File: config.mk
export PLATFORM = sky130hd
export DESIGN_NAME = instruction_fetch
export DESIGN_NICKNAME = d
export VERILOG_FILES = /design/src/rtl/instruction_fetch.sv
export SDC_FILE = /design/constraint.sdc
export NUM_CORES = 1
export LEC_CHECK = 0
export BUFFER_PORTS_ARGS = -buffer_cell sky130_fd_sc_hd__buf_2
export CORE_UTILIZATION = 55
export DETAILED_ROUTE_END_ITERATION = 7
export PLACE_DENSITY = 0.82
export SYNTH_ARGS = -nofsm -noshare
export SYNTH_HDL_FRONTEND = slang
export SYNTH_SLANG_ARGS = --single-unit
export TNS_END_PERCENT = 5
File: constraint.sdc
create_clock -name clk -period 2.8 [get_ports clk]
set_input_delay 0.42 -clock clk [delete_from_list [all_inputs] [get_ports clk]]
set_output_delay 0.42 -clock clk [all_outputs]
set_load 0.01 [all_outputs]
File: src/rtl/instruction_fetch.sv
// Instruction fetch stage: fetch PC, single-outstanding imem req/ack,
// FWFT buffer of {instruction, pc} to decode over valid/ready.
// Ports: clk, rst_n; imem_req/addr/ack/rdata; if_valid/ready/instruction/pc;
// redirect/redirect_pc; fetch_fault.
// Optional: define IF_ALIGN_CHECK_EN for a sticky misaligned-redirect fault.
module instruction_fetch #(
  parameter logic [31:0] RESET_PC   = 32'h0000_0000,
  parameter int          FIFO_DEPTH = 4
) (
  input  logic        clk,
  input  logic        rst_n,
  output logic        imem_req,
  output logic [31:0] imem_addr,
  input  logic        imem_ack,
  input  logic [31:0] imem_rdata,
  output logic        if_valid,
  input  logic        if_ready,
  output logic [31:0] if_instruction,
  output logic [31:0] if_pc,
  input  logic        redirect,
  input  logic [31:0] redirect_pc,
  output logic        fetch_fault
);

  localparam int PW = $clog2(FIFO_DEPTH);
  localparam int CW = PW + 1;

  typedef enum logic [1:0] {
    IDLE,
    REQ,
    DROP
  } state_t;

  state_t          state_q, state_d;
  logic            req_q, req_d;
  logic [31:0]     addr_q, addr_d;
  logic [31:0]     fetch_pc_q, fetch_pc_d;
  logic            fault_q, fault_d;
  logic [CW-1:0]   count_q, count_d;
  logic [PW-1:0]   rd_q, rd_d;
  logic [PW-1:0]   wr_q, wr_d;
  logic [31:0]     instr_q [FIFO_DEPTH];
  logic [31:0]     pc_q    [FIFO_DEPTH];

  logic            push;
  logic            pop;
  logic            flush;
  logic            bad;
  logic            stop;
  logic [31:0]     tgt;
  logic [31:0]     pc_inc;

  always_comb begin
    state_d    = state_q;
    addr_d     = addr_q;
    fetch_pc_d = fetch_pc_q;
    fault_d    = fault_q;
    push       = 1'b0;
    pop        = 1'b0;
    flush      = 1'b0;
    tgt        = redirect_pc & ~32'h3;
    pc_inc     = fetch_pc_q + 32'd4;
`ifdef IF_ALIGN_CHECK_EN
    bad        = redirect & (redirect_pc[1:0] != 2'b00);
`else
    bad        = 1'b0;
`endif
    stop       = fault_q | bad;
    fault_d    = fault_q | bad;

    if (redirect) begin
      flush      = 1'b1;
      fetch_pc_d = tgt;
      unique case (state_q)
        IDLE: begin
          if (!stop) begin
            state_d = REQ;
            addr_d  = tgt;
          end
        end
        REQ: begin
          // Unacked request must finish at its old address first.
          if (imem_ack) begin
            state_d = stop ? IDLE : REQ;
            addr_d  = tgt;
          end else begin
            state_d = DROP;
          end
        end
        DROP: begin
          if (imem_ack) begin
            state_d = stop ? IDLE : REQ;
            addr_d  = tgt;
          end
        end
        default: state_d = IDLE;
      endcase
    end else begin
      pop = if_valid & if_ready;
      unique case (state_q)
        IDLE: begin
          if (count_q < CW'(FIFO_DEPTH) && !fault_q) begin
            state_d = REQ;
            addr_d  = fetch_pc_q;
          end
        end
        REQ: begin
          if (imem_ack) begin
            push       = 1'b1;
            fetch_pc_d = pc_inc;
            addr_d     = pc_inc;
            // Same-cycle pop is not credited until next cycle.
            state_d    = (count_q + CW'(1) < CW'(FIFO_DEPTH)) ? REQ : IDLE;
          end
        end
        DROP: begin
          if (imem_ack) begin
            state_d = fault_q ? IDLE : REQ;
            addr_d  = fetch_pc_q;
          end
        end
        default: state_d = IDLE;
      endcase
    end

    req_d = (state_d != IDLE);

    count_d = count_q;
    rd_d    = rd_q;
    wr_d    = wr_q;
    if (flush) begin
      count_d = '0;
      rd_d    = '0;
      wr_d    = '0;
    end else begin
      if (push) wr_d = wr_q + PW'(1);
      if (pop)  rd_d = rd_q + PW'(1);
      if (push && !pop) count_d = count_q + CW'(1);
      if (pop && !push) count_d = count_q - CW'(1);
    end
  end

  always_ff @(posedge clk or negedge rst_n) begin
    if (!rst_n) begin
      state_q    <= IDLE;
      req_q      <= 1'b0;
      addr_q     <= RESET_PC;
      fetch_pc_q <= RESET_PC;
      fault_q    <= 1'b0;
      count_q    <= '0;
      rd_q       <= '0;
      wr_q       <= '0;
      for (int i = 0; i < FIFO_DEPTH; i++) begin
        instr_q[i] <= '0;
        pc_q[i]    <= '0;
      end
    end else begin
      state_q    <= state_d;
      req_q      <= req_d;
      addr_q     <= addr_d;
      fetch_pc_q <= fetch_pc_d;
      fault_q    <= fault_d;
      count_q    <= count_d;
      rd_q       <= rd_d;
      wr_q       <= wr_d;
      if (push) begin
        instr_q[wr_q] <= imem_rdata;
        pc_q[wr_q]    <= fetch_pc_q;
      end
    end
  end

  assign imem_req       = req_q;
  assign imem_addr      = addr_q;
  assign if_valid       = (count_q != '0);
  assign if_instruction = if_valid ? instr_q[rd_q] : '0;
  assign if_pc          = if_valid ? pc_q[rd_q] : '0;
  assign fetch_fault    = fault_q;

endmodule

[Word level (Yosys, flattened, before mapping)]
Cells that the tools add are included.
Cells by class
  $add $sub $neg: 5
  multiply operators: 0
  divide/modulo/power cells: 0
  $lt $le $gt $ge: 5
  equality and inequality tests: 7
  shift operators: 0
  muxes and demuxes: 41
  bitwise logic cells: 3
  reductions and logical operators: 17
Operator list (number)
  $mux W32: 14
  $bwmux W128: 2
  $bmux W32 S2: 2
  $pmux W32 S3: 1
  $demux W32 S2: 1
  $pmux W32 S2: 1
  $add A32 B3 Y32 const B: 1
  $mux W2: 9
  $ne A3 B3 Y1 const B: 4
  $pmux W2 S3: 2
  $reduce_bool A2 Y1: 5
  $mux W3: 3
  $ge A3 B3 Y1 const B: 2
  $lt A3 B3 Y1 const B: 2
  $mux W1: 6
  $not A2 Y3: 2
  $reduce_and A6 Y1: 1
  $reduce_bool A3 Y1: 2
  $add A2 B1 Y2 const B: 2
  $reduce_bool A4 Y1: 1
  $add A3 B1 Y3 const B: 1
  $logic_and A1 B1 Y1: 3
  $lt A3 B1 Y1 const B: 1
  $ne A3 B2 Y1 const B: 1
  8 further kinds: 9
Word-level totals
  flip-flop bits (word level): 330
  bits in latches: 0
  memory bits (writable): 0
  memory bits (read-only): 0
  output and inout port bits: 99
  logic and storage cells: 93
  memories: 0

[Logic depth before layout (Yosys ltp)]
Gate-level depths: netlist of run 1.
  word-level depth: 8
  gate-level depth with buffers: 10
  depth with buffers taken out: 7

[Worst setup path before layout of run 1]
Ideal clock, no wire load.
  path kind: flip-flop to flip-flop
  start: register state_q[1]
  end: register instr_q[29] (netlist bit)
  library setup time: 0.125 ns
  arrival time: 2.081 ns
  required time: 2.675 ns
  setup slack: 0.594 ns
  stages on the path, launching flop included: 10
  path buffers: 3
  clock period less this slack: 2.206 ns
  cells stage by stage: dfrtp_1 > inv_1 > ha_1 > buf_2 > nand2_1 > nor2_1 > nand2_1 > clkbuf_1 > clkbuf_1 > mux2_2
Between the ends
  longest elaborated chain between the ends: 3
Ends and longest elaborated chain
  start, declared: line 34  | state_t state_q, state_d;
  start signal, assigned: line 158  | state_q <= state_d;
  $eq A2 B1 Y1: line 100  | unique case (state_q)
  $mux W1: line 100
  $mux W1: line 71  | if (redirect) begin
  end signal, assigned by index: line 167  | instr_q[wr_q] <= imem_rdata;
  end, declared: line 42  | logic [31:0] instr_q [FIFO_DEPTH];
No other way between the ends.
A chain may end at the register's enable or synchronous reset.

[Final worst setup path of run 1]
  start: register rd_q[0]
  end: output if_pc[21]
Between the ends
  longest elaborated chain between the ends: 5
Ends and longest elaborated chain
  start, declared: line 40  | logic [PW-1:0] rd_q, rd_d;
  start signal, assigned: line 164  | rd_q <= rd_d;
  $not A2 Y3 (not written as such): line 177  | assign if_pc = if_valid ? pc_q[rd_q] : '0;
  $bmux W32 S2: line 177
  $mux W32 (not written as such) (2 in a row): line 177
  $mux W32: line 177
  end, declared: line 19  | output logic [31:0] if_pc,
No other way between the ends. The select of a mux whose other input is x is not followed.

==> impl_summary.md, run 1 <==
Run status
The flow ran to the end, and the final reports show no timing, DRC or antenna violations.

Run
Across the run, the number of max-cap violations was 0.

Global routing
The total grt overflow is 0. The via count of the first global-routing pass is 10416. The total track usage is 24.8%. The first-pass GRT wire length is 56.0 mm. Entering global routing, the biggest net connects 101 pins. The number of antenna violations at the first check in global routing is 3.

Setup path
The critical path launch point type is a flip-flop. The start-to-end type of the worst setup path is reg -> out. For the worst setup path, the data required time is 2380 ps. The endpoint arrival time on the critical path is 2230 ps. The critical path endpoint category is an output port. The largest fanout of any net on the critical path is 14.

Clock network
The clock net sink count is 319. The clock reaches the later pin of the worst-skew pair after 520 ps. Clock tree synthesis inserted a total of 35 buffers. Clock tree synthesis selected as its root buffer the cell clkbuf_16. The clock passes through at most 3 buffers.

The level count of the clock H-tree is 2. Gates resized during post-CTS repair numbered 0. The CTS tree is built. Clock-pin slew was measured on the worst setup and hold paths at 60 ps.

Layout
For this run, the share of the core covered by cells in the final layout is 64.8%. The share of final-layout standard cells stronger than drive strength 1 is 42.9%. The final instance area is 0.0180 sq mm.

In the layout the commonest cells are 317 x dfrtp_1, 249 x mux2_2, 161 x buf_2, 68 x and2_1, 62 x mux4_2. The number of nets at the end of the flow is 1422. The post-synthesis to final-layout area growth is 16.1%. Leaving out fill and tap cells, the most frequent cell in the layout is dfrtp_1.

Synth
Yosys printed 0 warnings. The most used flip-flop cell after synthesis is dfrtp_1. The cell area after synthesis is 0.0155 sq mm. Counting every instance in the synthesized netlist gives 1197. Synthesis inferred 319 register bits. The sequential-to-total area share from yosys stat is 51.5%. The share of async-settable or async-resettable flops after synthesis is 100%. The count of different cell masters after synthesis is 49.

In this run, synthesis inferred 0 flip-flops with an integrated enable. Each instance of the synthesized netlist takes up on average 13.0 sq um.

Routing
The final routed wirelength across all metal layers is 34.7 mm. The overall via count from detail_route is 10139. The post-route antenna net violation count is 0. The DRC violation count after routing is 0. The first routing iteration left 807 violations.

The first TritonRoute pass finished after 5 iterations. The average wire per cell in the routed design is 19.9 um. The routed via count divided by cell count is 5.80.

Power and ir drop
Cell internal power was estimated by the tool at 12.6 mW. Summing internal, switching and leakage power gives 18.5 mW. The share of total power dissipated in the clock network is 24.9%. IR analysis of the VDD net gives a maximum drop of 0.583 mV.

For this design the static power due to leakage is 8.27 nW. In this run, flip-flops and latches consume 38.9% of the power. In this run switching power makes up 31.8% of total power. Combinational logic is responsible for 36.2% of the overall power. For this design the ratio of total power to cell area is 1030 mW/mm^2.

In this run the power spent charging and discharging nets is 5.88 mW.

Timing
The count of endpoints failing hold in the final timing report is 0. The minimum setup slack in the final design is 145 ps. The setup TNS is 0 ps. Static timing analysis puts the maximum clock frequency at 377 MHz. The count of pins over their slew limit was 0. For the pin with the worst max-slew slack, the measured transition is 674 ps. The setup clock skew after layout is 17.5 ps. Headroom to the max-slew limit came out at 54.6%. The number of setup violations in the final report is 0. Setup repair after global routing left no endpoint under its margin.

The clock period minus worst slack is 2650 ps. In the finished design, the share of the clock period the worst path needs comes to 94.8%.

Hold path
The worst hold path class is in -> reg.

Floorplanning
For this design the top-level I/O count stands at 168. The standard-cell row count is 61. The total core area is 0.0278 sq mm.

The die covers 0.0289 sq mm. The die is 170 um tall. The width of the die is 170 um. Once the floorplan was initialized, standard cells occupied 55.8% of the core.

Placement
OpenSTA, run right after detailed placement, puts the worst setup slack at 335 ps. Detailed placement finished with a half-perimeter wire length of 22.4 mm. Summing all placed instances gives a cell area of 0.0168 sq mm. In this run the tool buffered the top-level ports with 162 buffer cells.

At the end of routability-driven placement, the weighted congestion stood at 0.861.
==> power by group through the flow <==
stage                     registers, mW  clock network [mW]  logic, mW
final                              7.19                4.60       6.70
after global routing               7.39                4.87       7.33
after CTS                          7.20                4.68       6.69
after detailed placement           7.27                   0       6.65
after global placement             7.15                   0       6.44
after floorplan                    6.95                   0       4.65
==> Yosys cell counts, types with 11 or more instances <==
library cell / number / area share [%]
buf_2: 31 / 1.0
o21ai_0: 42 / 1.4
nand2_1: 65 / 1.6
nand4_1: 20 / 0.81
a21oi_1: 15 / 0.48
nand3_1: 11 / 0.35
ha_1: 12 / 0.97
mux2_2: 249 / 18
and2_1: 68 / 2.7
mux2i_1: 14 / 0.90
clkbuf_1: 55 / 1.3
inv_1: 22 / 0.53
dfrtp_1: 319 / 51
mux4_2: 62 / 9.0
xnor2_1: 32 / 1.8
nor2_1: 32 / 0.77
xor2_1: 21 / 1.2
nor3_1: 21 / 0.68
nor4_1: 13 / 0.52
==> timing repair <==
action | 4_1_cts | 5_1_grt
hold endpoints to repair | 34 | 0
setup endpoints to repair | 0 | 5
buffers inserted | 0 | 7
hold buffers | 1 | 0
==> final timing paths <==
kind                       slack, ps              to  cells after the start       startpoint
max                              150       if_pc[21]                      4          rd_q[0]
min reg2reg                      470    imem_addr[3]                      2     imem_addr[3]
max reg2reg                      250  fetch_pc_q[29]                      6    fetch_pc_q[6]
min in group asynchronous        390  fetch_pc_q[21]                      2            rst_n
max in group asynchronous       1570     instr_q[51]                      3            rst_n
min                              150  fetch_pc_q[13]                      2  redirect_pc[13]
==> final cells by class <==
class / count / area [sq um]
Inverter: 23 / 86.3
Antenna cell: 2 / 5.00
Timing Repair Buffer: 209 / 1290
Multi-Input combinational cell: 753 / 7000
Clock buffer: 53 / 1030
Clock inverter: 11 / 126
Tap cell: 378 / 473
Fill cell: 2054 / 9780
Sequential cell: 319 / 7990
==> worst max-delay path, stage by stage, from the launching register on <==
cell and delay, ps:
dfrtp_4 590, buf_4 280, mux4_2 550, and2_1 170
buf_2 130
==> cell families after synthesis <==
family | after synthesis | synth area share, %
muxes | 325 | 28.0
DFF | 319 | 51.5
and+or+nand+nor | 264 | 9.18
buffers and inverters | 127 | 3.55
AOI/OAI and AO/OA | 96 | 3.83
xor gates and xnor gates | 53 | 2.99
adders and majority gates | 12 | 0.968
other | 1 | 0.0242
==> stage by stage <==
stage | hold slack (ps) | std cells
4_1_cts | 139 | 1739
5_1_grt | 147 | 1748
6_report | 152 | 1748
2_1_floorplan | 124 | 1199
3_5_place_dp | 327 | 1674
3_3_place_gp | 326 | 1674
==> sequential cells by signal, indices dropped and copies added (netlist names) <==
register and count:
instr_q 128, pc_q 120, imem_addr 31, fetch_pc_q 30
count_q 3, rd_q 2, state_q 2, wr_q 2
imem_req 1
==> per-layer routing <==
metal,routed length (um),vias to the layer above,global-route usage [%]
li1,-,4575,-
met1,14600,5233,33.3
met2,17700,259,41.9
met3,1520,70,3.49
met4,829,2,7.64
met5,13,-,0
Power figures use the tool's default switching activity.
==> inputs of run 2 (changes only) <==
CTS_BUF_LIST = sky130_fd_sc_hd__clkbuf_4 sky130_fd_sc_hd__clkbuf_8   (was unset)
==> run 2 against run 1 <==
Flip-flop and latch count unchanged. Count of clock-buffer cells in the layout up 30. Non-clock buffer count down 5. Power down 1.8%. Critical endpoint is now if_pc[3]. Critical path type unchanged. Highest routed layer unchanged.
==> impl_summary.md, run 2 (synthesis results as in run 1) <==
Routing
The DRC violation count after routing is 0 (unchanged). The final routed wirelength across all metal layers came to 34.5 mm (-0.75%). The overall via count from detail_route was 10193 (+0.53%). The initial detailed-routing violation count is 645 (-20%). The first-pass detailed-route iteration total is 5 (unchanged). The post-route antenna net violation count is 0 (unchanged). The average wire per cell in the routed design is 19.4 um (-2.1%). The routed via count divided by cell count is 5.75 (-0.83%).

Power and ir drop
The leakage power came to 8.28 nW (+0.20%). The part of the total power dissipated in sequential elements came to 39.6% (+0.7 points). The net switching fraction of the power came to 32.3% (+0.52 points). The relative contribution of the clock network to total power is 23.7% (-1.2 points). The switching power total came to 5.87 mW (-0.17%).

The cell-internal power is 12.3 mW (-2.5%). The worst voltage drop across the vdd grid came to 0.565 mV (-3.1%). The part of the total power dissipated in combinational logic is 36.7% (+0.5 points). The total power divided by cell area is 1010 mW/mm^2 (-1.4%).

Clock network
The insertion delay of the later-clocked pin in the worst-skew pair came to 590 ps (+70 ps). The clock net sink count was 319 (unchanged). The maximum clock path buffer count is 3 (unchanged).

The root buffer cell is clkbuf_8. The total clock buffers created by CTS is 53 (+51%). TritonCTS built the clock tree. The level count of the clock H-tree came to 2 (unchanged). The clock input transition at the sequential cells of the worst setup and hold paths is 60 ps (about the same).

Timing
The share of the cycle needed by the critical path after routing is 96.7% (+1.9 points). The maximum frequency from static timing analysis came to 369 MHz (-2.0%). The count of pins over their slew limit is 0 (unchanged). The transition at the pin with the smallest max-transition slack came to 673 ps (-1.59 ps). Setup repair after global routing left no endpoint under its margin. The count of endpoints failing hold in the final timing report is 0 (unchanged).

The setup clock skew after layout is 39.2 ps (+21.6 ps). The number of setup violations in the final report is 0 (unchanged). The minimum setup slack in the final design came to 91.0 ps (-54.4 ps).

The relative slew slack was 55.1% (+0.52 points). The setup TNS is 0 ps (unchanged). The clock period minus worst slack is 2710 ps (+54.4 ps).

Run status
The flow ran to the end, and the final reports show no timing, DRC or antenna violations.

Setup path
STA classifies the critical path endpoint as an output port. The start-to-end type of the worst setup path is reg -> out. The largest fanout of any net on the critical path came to 15 (+1). The endpoint arrival time on the critical path was 2290 ps (+60 ps). The worst setup path is launched from a flip-flop. The data required time of the worst path is 2380 ps (about the same).

Global routing
The total track usage is 24.8% (-0.031 points). The via count of the first global-routing pass was 10630 (+2.1%). The pin count of the biggest net entering global routing came to 101 (unchanged).

The total grt overflow is 0 (unchanged). The number of antenna violations at the first check in global routing is 3 (unchanged). The first-pass GRT wire length is 56.1 mm (about the same).

Placement
The cell total after placement was 1674 (unchanged). The number of input and output port buffers inserted is 162 (unchanged). The area after detailed placement is 0.0168 sq mm (unchanged).

The weighted congestion at the end of routability-driven global placement is 0.861 (unchanged). The pre-CTS setup slack came to 335 ps (unchanged). The HPWL after detailed placement came to 22.4 mm (unchanged).

Layout
In the layout the commonest cells are 317 x dfrtp_1, 249 x mux2_2, 161 x buf_2, 68 x and2_1, 67 x clkbuf_8. The flip-flop count of the largest register after layout is 128 (unchanged). The post-synthesis to final-layout area growth is 15.7%. The final instance area is 0.0179 sq mm (-0.33%). The number of nets at the end of the flow came to 1435 (+0.91%). The utilization after layout is 64.6% (-0.22 points). instr_q holds more flip-flops than any other register. The number of filler cells placed in the layout is 2095 (+2.0%).

The final standard cell count with taps included and fillers excluded is 1772 (+1.4%). The share of final-layout standard cells stronger than drive strength 1 is 44.6% (+1.7 points). The most common library cell in the layout ignoring fill and taps is dfrtp_1.

Floorplanning
The width of the die is 170 um (unchanged). The starting density of the core is 55.8% (unchanged). The top-level port count is 168 (unchanged). The die outline area is 0.0289 sq mm (unchanged). The die span in y is 170 um (unchanged). The standard-cell row count is 61 (unchanged). The total core area is 0.0278 sq mm (unchanged).

Run
The number of violations of the max-capacitance limit is 0 (unchanged).

Hold path
The min-delay analysis places its worst path in the category in -> reg.
==> run 2: changes by cell type in the layout (fill, tap and decap cells not counted), sizes merged <==
cell,before,now
inv,24,25
clkinvlp,1,0
clkbuf,53,83
bufinv,2,1
buf,208,203
==> run 2: worst paths after layout <==
| path | from | endpoint | slack, ps | cells after the start |
|---|---|---|---|---|
| max | rd_q[0] | if_pc[3] | 90 | 4 |
| min | redirect_pc[5] | fetch_pc_q[5] | 80 | 2 |
| max reg2reg | state_q[1] | imem_addr[19] | 260 | 9 |
| min reg2reg | imem_addr[3] | imem_addr[3] | 470 | 2 |
| max in group asynchronous | rst_n | instr_q[115] | 1610 | 3 |
| min in group asynchronous | rst_n | imem_addr[4] | 320 | 2 |
==> run 2: power by group through the flow <==
stage	Sequential [mW]	Combinational, mW	Clock [mW]
2_1_floorplan	6.95	4.65	0
3_3_place_gp	7.15	6.44	0
3_5_place_dp	7.27	6.65	0
4_1_cts	7.18	6.72	4.39
5_1_grt	7.39	7.30	4.59
6_report	7.19	6.67	4.30
==> run 2: critical path, cell delays in order (launching register included) <==
cell and delay (ps):
dfrtp_4 590, buf_12 220, mux4_2 540, and2_1 210, buf_2 150
==> run 2: what timing repair did <==
item / in CTS / in global routing
pin swaps: 0 / 0
hold endpoints to repair: 34 / 0
gates resized for setup: 0 / 2
setup endpoints to repair: 16 / 6
hold buffers: 1 / 0
buffers inserted: 2 / 0
==> run 2: layer usage <==
| metal | global-route usage (%) | routed length [um] | share of wire, % |
|---|---|---|---|
| met4 | 9.67 | 1070 | 3.1 |
| met1 | 32.5 | 14600 | 42 |
| met2 | 41.5 | 17100 | 50 |
| met3 | 3.93 | 1630 | 4.7 |
| met5 | 0 | 13 | 0.038 |
==> run 2: through the flow <==
stage,hold WS (ps),power [mW]
2_1_floorplan,124,11.6
4_1_cts,54.4,18.3
5_1_grt,61.6,19.3
3_3_place_gp,326,13.6
3_5_place_dp,327,13.9
6_report,80.8,18.2
==> run 2: cell type report <==
cell class	instances	area (sq um)	area share [%]
diodes	2	5.00	0.0279
clock buffers	83	1040	5.81
clock inverters	10	87.6	0.488
inverters	23	86.3	0.481
multi-input cells	753	7000	39.0
flip-flops and latches	319	7990	44.5
well taps	378	473	2.64
repair buffers	204	1250	7.00
==> inputs of run 3 (changes only) <==
CELL_PAD_IN_SITES_DETAIL_PLACEMENT = 1   (was unset)
CELL_PAD_IN_SITES_GLOBAL_PLACEMENT = 1   (was unset)
CORE_UTILIZATION = 50   (was 55)
PLACE_DENSITY = 0.89   (was 0.82)
==> run 3 against run 2 <==
Highest routed layer is now met4. First-iteration DRC count decreased by 0.47%. Critical path depth did not move. Sequential share of layout area shrank 0.25 points. Worst setup slack improved by 5.0 ps. Clock skew rose by 2.8 ps. Combinational power grew 3.6%. Non-clock buffer count up 7.
==> impl_summary.md, run 3 (synthesis results as in run 1) <==
Run status
The flow ran to the end, and the final reports show no timing, DRC or antenna violations.

Power and ir drop
The worst voltage drop across the vdd grid is 0.540 mV (-4.4%). The total power divided by cell area is 1030 mW/mm^2 (+2.0%). The leakage power is 8.33 nW (+0.62%). The total power consumption of the routed design is 18.6 mW (+2.6%).

Clock network
The clock input transition at the sequential cells of the worst setup and hold paths is 60 ps (about the same). The maximum clock path buffer count is 3 (unchanged). The clock net sink count was 319 (unchanged). TritonCTS built the clock tree. The total clock buffers created by CTS was 54 (+1.9%).

The level count of the clock H-tree is 2 (unchanged). The insertion delay of the later-clocked pin in the worst-skew pair is 610 ps (+20 ps). The root buffer cell is clkbuf_8.

Global routing
The met1 global-route usage came to 34.3% (+1.7 points). The met2 track demand over resource is 45.9% (+4.4 points). The pin count of the biggest net entering global routing came to 79 (-22%).

The number of antenna violations at the first check in global routing came to 0 (-3). The global-route met3 utilization is 3.64% (-0.29 points). The via count of the first global-routing pass was 11710 (+10%). The first-pass GRT wire length came to 65.2 mm (+16%). The most crowded layer after global routing is met2. The total track usage came to 26.8% (+2.0 points). The total grt overflow is 0 (unchanged).

Placement
The cell total after placement is 1694 (+1.2%). The weighted congestion at the end of routability-driven global placement is 0.867 (+0.76%). The pre-CTS setup slack is 307 ps (-28.3 ps).

The HPWL after detailed placement came to 26.5 mm (+18%). The number of input and output port buffers inserted was 162 (unchanged). The area after detailed placement is 0.0168 sq mm (+0.22%).

Layout
The final standard cell count with taps included and fillers excluded is 1803 (+1.7%). The utilization after layout is 59.0% (-5.6 points). In the layout the commonest cells are 317 x dfrtp_1, 249 x mux2_2, 161 x buf_2, 68 x and2_1, 68 x clkbuf_8.

The number of filler cells placed in the layout is 3078 (+47%). The final instance area is 0.0180 sq mm (+0.57%). The combined area of the multi-input logic cells is 0.00700 sq mm (about the same). Leaving out fill and tap cells, the most frequent cell in the layout is dfrtp_1. The combined flip-flop and latch cell area is 0.00799 sq mm (unchanged). The diode insertion count for antenna repair is 0 (-2).

The share of final-layout standard cells stronger than drive strength 1 is 45.2% (+0.59 points). Compared with the post-synthesis result, the final layout area differs by 16.3%. The number of nets at the end of the flow came to 1443 (+0.56%). The flip-flop count of the largest register after layout came to 128 (unchanged). instr_q holds more flip-flops than any other register.

Setup path
The depth of the most critical reg-to-reg path is 9 (unchanged). The endpoint arrival time on the critical path is 2280 ps (about the same). The cell count along the critical path is 4 (unchanged). Walking the worst path, the cells encountered are buf_12 > mux4_2 > and2_1 > buf_2. The buffering stage count on the worst path with inverters included is 2 (unchanged). The worst register-to-register path ends at imem_addr[26]. The start-to-end type of the worst setup path is reg -> out. In this run the critical register-to-register path is launched from state_q[1]. STA classifies the critical path startpoint as a flip-flop. The data required time of the worst path is 2380 ps (about the same).

STA classifies the critical path endpoint as an output port. The critical-path cell with the highest stage delay is mux4_2. The largest fanout of any net on the critical path is 21 (+6).

The worst setup slack for register-to-register paths was 230 ps (-30 ps). The kind of cell adding the most delay to the critical path is multiplexers. The delay of the slowest cell on the worst path is 560 ps (-30 ps).

Routing
The DRC violation count after routing came to 0 (unchanged). The average wire per cell in the routed design is 22.6 um (+16%). The first-pass detailed-route iteration total is 4 (-1). The overall via count from detail_route is 10464 (+2.7%). The final routed wirelength across all metal layers is 40.8 mm (+18%). The initial detailed-routing violation count was 642 (-0.47%). The post-route antenna net violation count is 0 (unchanged). The routed via count divided by cell count is 5.80 (+0.89%).

Timing
The minimum setup slack in the final design came to 96.0 ps (+4.96 ps). Setup repair after global routing left no endpoint under its margin. The maximum frequency from static timing analysis came to 370 MHz (+0.18%).

The setup TNS was 0 ps (unchanged). The worst hold slack across all endpoints was 61.2 ps (-19.6 ps). The number of setup violations in the final report is 0 (unchanged).

The count of endpoints failing hold in the final timing report came to 0 (unchanged). The setup clock skew after layout is 42.0 ps (+2.79 ps). The share of the cycle needed by the critical path after routing came to 96.6% (-0.18 points).

The transition at the pin with the smallest max-transition slack is 746 ps (+73.0 ps). The relative slew slack came to 50.3% (-4.9 points). The count of pins over their slew limit is 0 (unchanged). The clock period minus worst slack came to 2700 ps (-4.96 ps).

Floorplanning
The top-level port count is 168 (unchanged). The die span in y is 178 um (+4.8%). The starting density of the core came to 50.7% (-5.1 points). The standard-cell row count is 64 (+4.9%).

The total core area came to 0.0306 sq mm (+10%). The die outline area is 0.0317 sq mm (+9.9%). The width of the die came to 178 um (+4.8%).

Hold path
The worst hold path class is in -> reg. For hold timing, the worst endpoint is fetch_pc_q[5]. The startpoint identified for the worst hold timing path is redirect_pc[5]. The worst hold path cell count is 2 (unchanged).

Run
The number of violations of the max-capacitance limit came to 0 (unchanged).
[run 3: how the worst max path moves through the flow]
stage	end	from	slack (ps)
floorplan	instr_q[29]	state_q[1]	590
detailed placement	imem_addr[30]	fetch_pc_q[2]	310
CTS	if_pc[15]	rd_q[0]	20
global route	if_instruction[2]	rd_q[0]	20
finish	if_pc[18]	rd_q[0]	100
global placement	imem_addr[31]	fetch_pc_q[13]	450
[run 3: per-layer routing]
metal / vias up / share of wire (%)
li1: 4622 / -
met1: 5496 / 41
met2: 247 / 52
met3: 99 / 3.6
met4: 0 / 3.5
met5: - / 0
[run 3: power breakdown]
| part | leakage, nW | switching (mW) | internal (mW) | total (mW) |
|---|---|---|---|---|
| Combinational | 3.66 | 3.28 | 3.63 | 6.91 |
| Clock | 0.632 | 1.93 | 2.51 | 4.44 |
| Sequential | 4.04 | 1.04 | 6.23 | 7.27 |
| Total | 8.33 | 6.25 | 12.4 | 18.6 |
[run 3: worst reg2reg max path: cells and delay by family, from the launching register on]
kind	cells	cell delay, ps
AO/OA/AOI/OAI	3	650
buffers and inverters	3	580
AND/OR/NAND/NOR	2	490
flip-flops	1	410
adder cells (fa/ha/maj)	1	300
[run 3: timing repair]
action	CTS	global route
setup endpoints to repair	49	13
buffers inserted	3	4
gates resized for setup	0	0
hold endpoints to repair	72	0
hold buffers	1	0
[run 3: cell type report]
cell class	count	share of cell area, %
clock buffers	92	6.19
flip-flops and latches	319	44.3
inverters	23	0.479
clock inverters	9	0.305
well taps	396	2.75
multi-input cells	753	38.8
repair buffers	211	7.23
